===== src/rtl/mips_mc_ctrl.sv =====
// mips_mc_ctrl: multicycle MIPS control FSM for LW/SW/ADD/ADDI/BEQ with retired-instruction counter
module mips_mc_ctrl (
  input  logic        clk,
  input  logic        rst_n,
  input  logic [5:0]  opcode,
  input  logic [5:0]  funct,
  input  logic        zero,
  input  logic        mem_ready,
  output logic        mem_req,
  output logic        mem_we,
  output logic        iord,
  output logic        ir_write,
  output logic        pc_write,
  output logic        pc_src,
  output logic        alu_src_a,
  output logic [1:0]  alu_src_b,
  output logic [5:0]  alu_opcode,
  output logic [5:0]  alu_funct,
  output logic        reg_write,
  output logic        reg_dst,
  output logic        mem_to_reg,
  output logic        illegal,
  output logic [31:0] retired,
  output logic [3:0]  state
);
  localparam logic [3:0] S_RST     = 4'd15;
  localparam logic [3:0] S_FETCH   = 4'd0;
  localparam logic [3:0] S_DECODE  = 4'd1;
  localparam logic [3:0] S_MEMADR  = 4'd2;
  localparam logic [3:0] S_MEMRD   = 4'd3;
  localparam logic [3:0] S_MEMWB   = 4'd4;
  localparam logic [3:0] S_MEMWR   = 4'd5;
  localparam logic [3:0] S_EXEC    = 4'd6;
  localparam logic [3:0] S_RWB     = 4'd7;
  localparam logic [3:0] S_BRANCH  = 4'd8;
  localparam logic [3:0] S_ADDIEX  = 4'd9;
  localparam logic [3:0] S_ADDIWB  = 4'd10;
  localparam logic [3:0] S_ILLEGAL = 4'd11;

  localparam logic [5:0] OP_RTYPE = 6'h00;
  localparam logic [5:0] OP_BEQ   = 6'h04;
  localparam logic [5:0] OP_ADDI  = 6'h08;
  localparam logic [5:0] OP_LW    = 6'h23;
  localparam logic [5:0] OP_SW    = 6'h2b;
  localparam logic [5:0] FN_ADD   = 6'h20;

  logic [3:0]  state_q, state_d;
  logic [31:0] retired_q, retired_d;
  logic        retire;

  always_comb begin
    state_d = S_RST;
    case (state_q)
      S_RST:     state_d = S_FETCH;
      S_FETCH:   state_d = mem_ready ? S_DECODE : S_FETCH;
      S_DECODE:  state_d = (opcode == OP_LW || opcode == OP_SW)        ? S_MEMADR :
                           (opcode == OP_RTYPE && funct == FN_ADD)     ? S_EXEC   :
                           (opcode == OP_BEQ)                          ? S_BRANCH :
                           (opcode == OP_ADDI)                         ? S_ADDIEX : S_ILLEGAL;
      S_MEMADR:  state_d = (opcode == OP_LW) ? S_MEMRD : S_MEMWR;
      S_MEMRD:   state_d = mem_ready ? S_MEMWB : S_MEMRD;
      S_MEMWB:   state_d = S_FETCH;
      S_MEMWR:   state_d = mem_ready ? S_FETCH : S_MEMWR;
      S_EXEC:    state_d = S_RWB;
      S_RWB:     state_d = S_FETCH;
      S_BRANCH:  state_d = S_FETCH;
      S_ADDIEX:  state_d = S_ADDIWB;
      S_ADDIWB:  state_d = S_FETCH;
      S_ILLEGAL: state_d = S_FETCH;
      default:   state_d = S_RST;
    endcase
  end

  // a store retires only on the cycle memory accepts it
  assign retire = (state_q == S_MEMWB) || (state_q == S_MEMWR && mem_ready) ||
                  (state_q == S_RWB) || (state_q == S_BRANCH) || (state_q == S_ADDIWB);
  assign retired_d = retire ? retired_q + 32'd1 : retired_q;

  always_ff @(posedge clk or negedge rst_n) begin
    if (!rst_n) begin
      state_q   <= S_RST;
      retired_q <= '0;
    end else begin
      state_q   <= state_d;
      retired_q <= retired_d;
    end
  end

  always_comb begin
    mem_req    = 1'b0;
    mem_we     = 1'b0;
    iord       = 1'b0;
    ir_write   = 1'b0;
    pc_write   = 1'b0;
    pc_src     = 1'b0;
    alu_src_a  = 1'b0;
    alu_src_b  = 2'd0;
    alu_opcode = 6'h00;
    alu_funct  = 6'h00;
    reg_write  = 1'b0;
    reg_dst    = 1'b0;
    mem_to_reg = 1'b0;
    illegal    = 1'b0;
    case (state_q)
      S_FETCH: begin
        mem_req    = 1'b1;
        alu_src_b  = 2'd1;
        alu_opcode = OP_ADDI;
        ir_write   = mem_ready;
        pc_write   = mem_ready;
      end
      S_DECODE: begin
        alu_src_b  = 2'd3;
        alu_opcode = OP_ADDI;
      end
      S_MEMADR, S_ADDIEX: begin
        alu_src_a  = 1'b1;
        alu_src_b  = 2'd2;
        alu_opcode = OP_ADDI;
      end
      S_MEMRD: begin
        mem_req = 1'b1;
        iord    = 1'b1;
      end
      S_MEMWB: begin
        reg_write  = 1'b1;
        mem_to_reg = 1'b1;
      end
      S_MEMWR: begin
        mem_req = 1'b1;
        mem_we  = 1'b1;
        iord    = 1'b1;
      end
      S_EXEC: begin
        alu_src_a = 1'b1;
        alu_funct = FN_ADD;
      end
      S_RWB: begin
        reg_write = 1'b1;
        reg_dst   = 1'b1;
      end
      S_BRANCH: begin
        alu_src_a  = 1'b1;
        alu_opcode = OP_BEQ;
        pc_src     = 1'b1;
        pc_write   = zero;
      end
      S_ADDIWB:  reg_write = 1'b1;
      S_ILLEGAL: illegal = 1'b1;
      default: ;
    endcase
  end

  assign retired = retired_q;
  assign state   = state_q;
endmodule


===== config.mk =====
export PLATFORM = sky130hd
export DESIGN_NAME = mips_mc_ctrl
export DESIGN_NICKNAME = d
export VERILOG_FILES = /design/src/rtl/mips_mc_ctrl.sv
export SDC_FILE = /design/constraint.sdc
export NUM_CORES = 1
export LEC_CHECK = 0
export BUFFER_PORTS_ARGS = -buffer_cell sky130_fd_sc_hd__buf_2
export CELL_PAD_IN_SITES_DETAIL_PLACEMENT = 2
export CELL_PAD_IN_SITES_GLOBAL_PLACEMENT = 2
export CORE_AREA = 2 2 93 95
export CTS_CLUSTER_SIZE = 30
export DETAILED_ROUTE_END_ITERATION = 12
export DIE_AREA = 0 0 95 97
export PLACE_DENSITY = 0.72
export SKIP_CTS_REPAIR_TIMING = 1
export SLEW_MARGIN = 5
export SYNTH_ARGS = -nofsm -noshare
export SYNTH_HDL_FRONTEND = slang
export SYNTH_SLANG_ARGS = --single-unit

===== constraint.sdc =====
create_clock -name clk -period 2 [get_ports clk]
set_input_delay 0.2 -clock clk [delete_from_list [all_inputs] [get_ports clk]]
set_output_delay 0.2 -clock clk [all_outputs]
set_load 0.03 [all_outputs]

---- After elaboration in Yosys (flattened, before gate mapping) ----
Cells that the tools add are included.
storage, ports and cells
  register bits after elaboration ......... 36
  bits of input ports ..................... 16
  output and inout bits ................... 61
  logic and storage cells ................. 59
cells by class
  $add $sub $neg .......................... 1
  equal/unequal tests ..................... 17
  mux-type cells .......................... 23
  reduce and logical (&&, ||, !) cells .... 16
operators with widths
  kind                                           count
  adder 32 x 1 -> 32 bit, second input constant  1
  case mux 4 bit (8 select lines)                1
  == test 4 bit, second input constant           5
  == test 6 bit, second input constant           3
  == test 4 x 3 -> 1 bit, second input constant  4
  two-way mux 1 bit                              11
  two-way mux 3 bit                              3
  == test 4 x 2 -> 1 bit, second input constant  2
  two-way mux 4 bit                              2
  case mux 4 bit (2 select lines)                1
  OR reduction 4 bit                             2
  == test 6 x 3 -> 1 bit, second input constant  1
  == test 6 x 4 -> 1 bit, second input constant  1
  logical NOT 6 bit                              1
  two-way mux 6 bit                              1
  case mux 2 bit (3 select lines)                1
  OR reduction 3 bit                             2
  OR reduction 6 bit                             1
  logical OR 1 bit                               5
  == test 4 x 1 -> 1 bit, second input constant  1
  logical NOT 4 bit                              1
  two-way mux 2 bit                              2
  OR reduction 2 bit                             2
  logical AND 1 bit                              2
  case mux 1 bit (2 select lines)                1

---- Longest topological paths before layout ----
Gate-level depths: netlist (run 1).
  depth after elaboration ................. 6
  depth in mapped cells ................... 6
  gate-level depth less buffers ........... 5

---- Worst setup path after synthesis (run 1) ----
OpenSTA, ideal clock, no wires.
  path type ............................... register to output
  start point ............................. register state_q[1] (netlist: state[1])
  end point ............................... output iord
  arrival time ............................ 1.984 ns
  required time ........................... 1.800 ns
  slack ................................... -0.184 ns
  cell stages (with the launch flop) ...... 5
  buffers on the path ..................... 2
  cell sequence ........................... dfstp_2 clkbuf_1 buf_1 xnor2_1 nor3_1
on the way
  word-level cells in the longest chain between the ends .. 3
  elaborated cells on any way between the ends .. 4
  those cells by class .................... eq/ne: 2; mux: 1; reduce/logical: 1
ends and longest elaborated chain
  element                                                                  line  RTL
  start: declaration                                                       47    logic [3:0] state_q, state_d;
  start signal: assignment                                                 84    state_q <= state_d;
  == test 4 x 3 -> 1 bit / == test 4 x 2 -> 1 bit (equally long branches)  104   case (state_q)
  OR reduction 2 bit (no source line) *                                    -
  two-way mux 1 bit *                                                      104
  end: declaration                                                         11    output logic iord,
Mark *: on every way between the ends. The rest lies on a longest branch, timed or not.

---- Worst setup path in the final report (run 1) ----
  start point ............................. register state_q[3] (netlist: state[3])
  end point ............................... register retired_q[25] (netlist: retired[25])
on the way
  word-level cells in the longest chain between the ends .. 6
  elaborated cells on any way between the ends .. 10
  those cells by class .................... eq/ne: 5; reduce/logical: 5
ends and longest elaborated chain
  element                        line  RTL
  == test 4 x 3 -> 1 bit         75    assign retire = (state_q == S_MEMWB) || (state_q == S_MEMWR && mem_ready) ||
  logical AND 1 bit              75
  logical OR 1 bit (2 in a row)  75
  logical OR 1 bit               76    (state_q == S_RWB) || (state_q == S_BRANCH) || (state_q == S_ADDIWB);
  logical OR 1 bit *             76
  end signal: assignment         85    retired_q <= retired_d;
  end: declaration               48    logic [31:0] retired_q, retired_d;
Marks and branches as above.
A chain may end at the register's enable or synchronous reset.

==> results of run 1 <==
-- worst register-to-register path, stage by stage, from the launching register on --
cell	delay [ns]
sky130_fd_sc_hd__dfstp_2	0.54
sky130_fd_sc_hd__or3b_4	0.40
sky130_fd_sc_hd__o311ai_4	0.11
sky130_fd_sc_hd__buf_6	0.19
sky130_fd_sc_hd__nand4_4	0.19
sky130_fd_sc_hd__buf_4	0.21
sky130_fd_sc_hd__nor3_2	0.19
sky130_fd_sc_hd__xor2_1	0.16
-- registers in the layout (all words and copies together), names as in the netlist --
signal and flops:
retired 32, state 4
-- synth_stat cells, types with 2 or more instances --
cell	number	area, um^2
sky130_fd_sc_hd__inv_1	11	41.3
sky130_fd_sc_hd__a21oi_1	4	20.0
sky130_fd_sc_hd__nand2b_1	5	31.3
sky130_fd_sc_hd__nor3_1	17	85.1
sky130_fd_sc_hd__nand2_1	20	75.1
sky130_fd_sc_hd__a21o_1	2	15.0
sky130_fd_sc_hd__nor2_1	25	93.8
sky130_fd_sc_hd__nand4_4	2	42.5
sky130_fd_sc_hd__and2_1	2	12.5
sky130_fd_sc_hd__nand4_1	4	25.0
sky130_fd_sc_hd__nor4_1	3	18.8
sky130_fd_sc_hd__clkbuf_1	5	18.8
sky130_fd_sc_hd__o21ai_0	9	45.0
sky130_fd_sc_hd__xnor2_1	15	131
sky130_fd_sc_hd__buf_4	10	75.1
sky130_fd_sc_hd__nor2b_1	2	12.5
sky130_fd_sc_hd__xor2_1	18	158
sky130_fd_sc_hd__dfrtp_1	32	801
sky130_fd_sc_hd__nand3_1	8	40.0
sky130_fd_sc_hd__nor4_2	3	37.5
sky130_fd_sc_hd__dfstp_2	4	105
-- worst min path at each step --
| stage | depth (start not counted) | startpoint | slack (ns) | to |
|---|---|---|---|---|
| floorplan | 0 | rst_n | -0.1 | retired[0]$_DFFE_PN0P_ |
| global placement | 1 | rst_n | 0.35 | retired[25]$_DFFE_PN0P_ |
| detailed placement | 1 | rst_n | 0.35 | retired[25]$_DFFE_PN0P_ |
| CTS | 1 | rst_n | 0.02 | retired[4]$_DFFE_PN0P_ |
| global route | 1 | rst_n | 0.05 | retired[8]$_DFFE_PN0P_ |
| finish | 1 | rst_n | -0.002 | retired[23]$_DFFE_PN0P_ |
-- cell usage in the layout (no fill, tap or decap), types with 2 or more instances in the layout --
master | netlist | routed
sky130_fd_sc_hd__nor4_4 | 0 | 3
sky130_fd_sc_hd__a21oi_1 | 4 | 3
sky130_fd_sc_hd__buf_6 | 0 | 4
sky130_fd_sc_hd__xor2_1 | 18 | 18
sky130_fd_sc_hd__nor2_4 | 0 | 2
sky130_fd_sc_hd__conb_1 | 1 | 9
sky130_fd_sc_hd__inv_1 | 11 | 10
sky130_fd_sc_hd__nor3_1 | 17 | 7
sky130_fd_sc_hd__nand2_1 | 20 | 19
sky130_fd_sc_hd__nand2b_1 | 5 | 3
sky130_fd_sc_hd__clkbuf_8 | 0 | 5
sky130_fd_sc_hd__and2_1 | 2 | 2
sky130_fd_sc_hd__nor3_4 | 0 | 2
sky130_fd_sc_hd__nand3_2 | 1 | 2
sky130_fd_sc_hd__nand3_1 | 8 | 7
sky130_fd_sc_hd__nor3_2 | 0 | 8
sky130_fd_sc_hd__nor4_1 | 3 | 2
sky130_fd_sc_hd__nor2_1 | 25 | 23
sky130_fd_sc_hd__nand4_4 | 2 | 2
sky130_fd_sc_hd__nand2b_4 | 1 | 2
sky130_fd_sc_hd__clkinv_2 | 0 | 2
sky130_fd_sc_hd__dfstp_2 | 4 | 4
sky130_fd_sc_hd__o21ai_0 | 9 | 8
sky130_fd_sc_hd__a21o_1 | 2 | 2
sky130_fd_sc_hd__buf_4 | 10 | 26
sky130_fd_sc_hd__nand4_1 | 4 | 4
sky130_fd_sc_hd__xnor2_1 | 15 | 14
sky130_fd_sc_hd__buf_2 | 0 | 63
sky130_fd_sc_hd__dfrtp_1 | 32 | 32
-- cell type report --
cell class / count / area (um^2) / area share
multi-input cells: 168 / 1220 / 0.412
clock inverters: 3 / 18.8 / 0.00632
inverters: 11 / 45.0 / 0.0152
well taps: 105 / 131 / 0.0442
flip-flops and latches: 36 / 906 / 0.305
repair buffers: 95 / 578 / 0.195
clock buffers: 5 / 68.8 / 0.0232
-- metal layers --
metal	wire length [um]	track usage	vias to the layer above
met5	0	0	-
met4	101	0.0368	0
met3	327	0.0312	8
met2	3350	0.228	54
met1	2610	0.163	932
li1	-	-	921
-- power breakdown --
part / switching [mW] / internal (mW)
registers: 0.151 / 0.856
logic: 1.24 / 0.801
clock network: 0.284 / 0.243
-- cells by family after synthesis --
group,after synthesis,share of synthesized area
AOI/OAI and AO/OA,23,0.0785
muxes,1,0.00539
and+or+nand+nor,101,0.270
adders and majority gates,1,0.00599
other,1,0.00180
DFF,36,0.434
xor gates and xnor gates,33,0.138
buffers and inverters,27,0.0665
==> summary.md, run 1 <==
| Metric | Value |
|---|---|
| Run status | complete, but fails checks |
| Violations in the final reports | hold timing, setup timing |
| Number of enable-type register cells in the synthesized netlist | 0 |
| Ys Warns | 0 |
| Final weighted congestion of routability-driven global placement | 0.737 |
| Kind of path behind the tightest hold check | input pin to asynchronous set/reset pin |
| CTS Sinks | 36 |
| Clock period minus final worst setup slack | 2.05 ns |
| Placed cell areas | 0.00263 mm^2 |
| Netlist cell types | 43 |
| Cell Count Post-Placement | ~400 |
| Critical path origin | state[3]$_DFF_PN1_ |
| Termination of the worst setup path | retired[25]$_DFFE_PN0P_ |
| CP bufs+invs | 2 |
| Max-capacitance violation count | 0 |
| Number of cell instances on the worst register-to-register path | 7 |
| Global route overflow | 0 |
| H-tree Lvls | 2 |
| Standard cell core area | slightly above 0.008 mm^2 |
| DRC violation count after routing | 0 |
| Fraction of layout instances using a drive strength above 1 | 0.447 |
| Crit end category | flip-flop |
| Chip Width | 95 um |
| Critical path start-end classification | flip-flop to flip-flop |
| N_diodes | 0 |
| Full die area | 0.00922 mm^2 |
| Worst Setup Start Kind | flip-flop |
| Setup Total Neg Slack | -0.0651 ns |
| Slowest CP cell | sky130_fd_sc_hd__dfstp_2 |
| Post-synthesis instance area | around 0.0021 mm^2 |
| Starting density of the core | 0.257 |
| Setup clock skew after layout | 0.00608 ns |
| Final layout net count | 334 |
| Worst Slack Setup Final | -0.0475 ns |
| Worst-path maximum fanout | 6 |
| Worst Hold Margin | -0.00156 ns |
| Reg-to-Reg Start | state[3]$_DFF_PN1_ |
| Cells after Synth | 223 |
| Number of synthesized register bits | 36 |
| Source-to-sink clock delay at the later pin of the worst-skew pair | 0.30 ns |
| Fin crit share | 1.02 |
| Number of buffers added by the clock tree synthesis step | 5 |
| Clock slew seen by the registers of the worst setup and hold paths | around 0.08 ns |
| Power Dens Cells | 1200 mW/mm^2 |
| Crit path cell chain | or3b_4 > o311ai_4 > buf_6 > nand4_4 > buf_4 > nor3_2 > xor2_1 |
| Worst Path Arrival | between 2 and 2.5 ns |
| WL per Instance | 15.1 um |
| Worst Max-Slew Pin Slew | 0.828 ns |
| Maximum number of pins on one net before global-route repair | 37 |
| Initial DRC Count | 21 |
| Minimum setup slack among reg-to-reg paths | -0.05 ns |
| Cell count along the critical path | 7 |
| Vias in the first global route | 1,959 |
| Worst-case clock buffer depth | 2 |
| Peak supply drop | around 0.73 mV |
| Number of placed I/O pins | 77 |
| Final total power | about 3.6 mW |
| Post-Place Worst Slack | -0.0288 ns |
| Final instance area | 0.00297 mm^2 |
| Post-synth top flop | sky130_fd_sc_hd__dfrtp_1 |
| Number of nets still failing antenna checks after routing | 0 |
| Relative slew slack | 0.448 |
| Number of standard-cell rows in the floorplan | 33 |
| Initial DRT Pass Iterations | 4 |
| Number of standard cells in the final layout excluding fillers | 423 |
| Filler cell count in the final layout | approximately 960 |
| Master cell of the clock root buffer | sky130_fd_sc_hd__clkbuf_8 |
| Antenna violations before repair | 0 |
| Die Span Y | 97 um |
| Fraction of the yosys area taken by sequential cells | 0.434 |
| Leakage | roughly 1.5 nW |
| Total wire length after detailed routing | around 6400 um |
| Via density | 4.53 |
| CTS tree | yes |
| Asr flop ratio synth | 1.00 |
| Post-route core utilization | 0.365 |
| Synthesized area per cell | roughly 9.4 um^2 |
| Maximum cell stage delay along the critical path | about 0.54 ns |
| Gate family responsible for the most delay along the worst path | simple AND/OR/NAND/NOR gates |
| Endpoint of the most critical register-to-register path | retired[25]$_DFFE_PN0P_ |
| Post-DP HPWL | ~4500 um |
| Signed area change from the synthesized netlist to the final layout | 42.2% |
| Via total after detailed routing | 1,915 |
| Required time reported for the critical path endpoint | 2.22 ns |
| Count of final hold-check violations | 8 |
| Final setup vio count | 3 |
| PortBufs | 67 |
| First-pass GRT wire length | 9750 um |
| Final count of pins violating max slew | 0 |
| Achievable clock frequency | 488 MHz |
| Overall Global Routing Usage | 0.132 |
| RSZ-0062 raised after global routing | true |
Power figures use the tool's default switching activity.
==> run 2: changes to the inputs <==
Settings changed: GPL_TIMING_DRIVEN set to 0, PLACE_DENSITY 0.72 to unset, PLACE_DENSITY_LB_ADDON set to 0.1.
==> run 2 against run 1 <==
Sequential share of layout area decreased by 0.90 points. Register-to-register slack improved by 0.09 ns. Non-clock buffer count increased by 9. Wire length decreased by 0.55%. Combinational power increased by 9%. Largest cell class unchanged. Critical path type unchanged. First-iteration DRC count increased by 95%. Sequential cell count unchanged. The flow now finishes without violations.
==> summary.md, run 2 (synthesized netlist as in run 1, its figures left out) <==
| Metric | Value |
|---|---|
| Standard cell core area | 0.00813 mm^2 |
| RSZ-0062 raised after global routing | true |
| Met1 usage | 0.162 |
| Die Span Y | about 97 um |
| Required time reported for the critical path endpoint | 2.22 ns |
| CTS tree | yes |
| PortBufs | 67 |
| Global-route met2 utilization | 0.235 |
| Master cell of the clock root buffer | sky130_fd_sc_hd__clkbuf_8 |
| Full die area | 0.00922 mm^2 |
| Number of nets still failing antenna checks after routing | 0 |
| Max-capacitance violation count | 0 |
| Global route overflow | 0 |
| Run status | completed |
| Maximum number of pins on one net before global-route repair | 37 |
| Count of final hold-check violations | 0 |
| Number of placed I/O pins | 77 |
| Via total after detailed routing | 2,002 |
| Final count of pins violating max slew | 0 |
| Peak supply drop | 0.521 mV |
| Leading cell type in the layout, fill and taps excluded | sky130_fd_sc_hd__buf_2 |
| Final setup vio count | 0 |
| Crit end category | flip-flop |
| CTS Sinks | 36 |
| Overall Global Routing Usage | 0.133 |
| Critical path start-end classification | flip-flop to flip-flop |
| Total wire length after detailed routing | 6350 um |
| Via density | 4.61 |
| Relative slew slack | 0.444 |
| WL per Instance | around 15 um |
| H-tree Lvls | 2 |
| Clock period minus final worst setup slack | ~2.0 ns |
| Worst-path maximum fanout | 5 |
| Final layout net count | 345 |
| Power Dens Cells | 1220 mW/mm^2 |
| Source-to-sink clock delay at the later pin of the worst-skew pair | 0.29 ns |
| Filler cell count in the final layout | approximately 940 |
| Max FFs per register | 32 |
| Worst-case clock buffer depth | 2 |
| Initial DRC Count | 41 |
| Starting density of the core | 0.257 |
| Kind of path behind the tightest hold check | input pin to asynchronous set/reset pin |
| Achievable clock frequency | a little over 500 MHz |
| Number of buffers added by the clock tree synthesis step | 5 |
| Initial DRT Pass Iterations | 4 |
| Final weighted congestion of routability-driven global placement | 0.733 |
| Worst Path Arrival | 2.18 ns |
| Fin crit share | 0.978 |
| Leakage | between 1.5 and 2 nW |
| Worst Hold Margin | slightly above 0.003 ns |
| Met3 global-route usage | 0.0226 |
| Worst Max-Slew Pin Slew | 0.834 ns |
| Clock slew seen by the registers of the worst setup and hold paths | 0.08 ns |
| Chip Width | 95 um |
| Post-DP HPWL | 4380 um |
| Worst Setup Start Kind | flip-flop |
| First-pass GRT wire length | just under 10,000 um |
| Vias in the first global route | 1,991 |
| DRC violation count after routing | 0 |
| N_diodes | 0 |
| Antenna violations before repair | 0 |
| Signed area change from the synthesized netlist to the final layout | 46.6% |
| Grt peak-use layer | met2 |
| Number of standard-cell rows in the floorplan | 33 |
| Top library cells by usage in the layout, fill and taps aside | 64 x sky130_fd_sc_hd__buf_2, 32 x sky130_fd_sc_hd__dfrtp_1, 29 x sky130_fd_sc_hd__buf_4 |
| Setup Total Neg Slack | 0 ns |
| Setup clock skew after layout | 0.00778 ns |
| Fraction of layout instances using a drive strength above 1 | 0.456 |
==> run 2: changes by cell type in the layout (fill, tap and decap cells not counted), sizes merged <==
| cell | change |
|---|---|
| clkbuf | +5 |
| buf | +4 |
| nand4 | +2 |
==> run 2: final cells by class <==
type	count	area (um^2)	area share
well taps	105	131	0.0429
multi-input cells	170	1230	0.402
clock buffers	5	68.8	0.0225
plain buffers	16	126	0.0413
repair buffers	88	534	0.175
clock inverters	3	18.8	0.00613
inverters	11	45.0	0.0147
flip-flops and latches	36	906	0.296
==> run 2: path summary, 6_finish.rpt <==
path	cells past startpoint	from	slack [ns]	end
worst min register to register	1	retired[31]$_DFFE_PN0P_	0.46	retired[31]$_DFFE_PN0P_
worst min-delay path	1	rst_n	0.003	retired[24]$_DFFE_PN0P_
worst max-delay path	7	state[2]$_DFF_PN1_	0.04	retired[31]$_DFFE_PN0P_
min in group clk	4	opcode[2]	0.21	state[0]$_DFF_PN1_
worst max register to register	7	state[2]$_DFF_PN1_	0.04	retired[31]$_DFFE_PN0P_
max in group asynchronous	1	rst_n	1.47	retired[14]$_DFFE_PN0P_
==> run 2: power by group <==
part           switching, mW  total, mW  leakage, nW  internal [mW]
Combinational           1.33       2.23         1.06          0.899
Sequential             0.116      0.972        0.448          0.856
Clock                  0.274      0.517       0.0479          0.243
Total                   1.72       3.72         1.55           2.00
==> run 2: metal layers <==
metal / wire [um] / share of wire / up-vias
li1: - / - / 951
met1: 2720 / 0.43 / 996
met2: 3290 / 0.52 / 50
met3: 253 / 0.040 / 5
met4: 85 / 0.013 / 0
met5: 0 / 0 / -
==> run 2: worst max-delay path: stages (launching register included) <==
cell and delay [ns]:
sky130_fd_sc_hd__dfstp_2 0.56, sky130_fd_sc_hd__buf_6 0.13, sky130_fd_sc_hd__nand2b_4 0.07, sky130_fd_sc_hd__o311ai_4 0.33
sky130_fd_sc_hd__buf_12 0.17, sky130_fd_sc_hd__nand4_4 0.15, sky130_fd_sc_hd__nor4_4 0.32, sky130_fd_sc_hd__xor2_1 0.16
==> run 2: metrics by stage <==
stage | worst slack, ns | total power, mW | cells | cell area (um^2) | utilization
global placement | -0.234 | 2.73 | 403 | 2640 | 0.325
detailed placement | -0.239 | 2.74 | 403 | 2640 | 0.325
CTS | -0.380 | 3.28 | 411 | 2730 | 0.336
floorplan | -0.0588 | 2.25 | 231 | 2180 | -
finish | 0.0435 | 3.72 | 434 | 3060 | 0.376
global route | -0.0617 | 3.99 | 434 | 3060 | 0.376
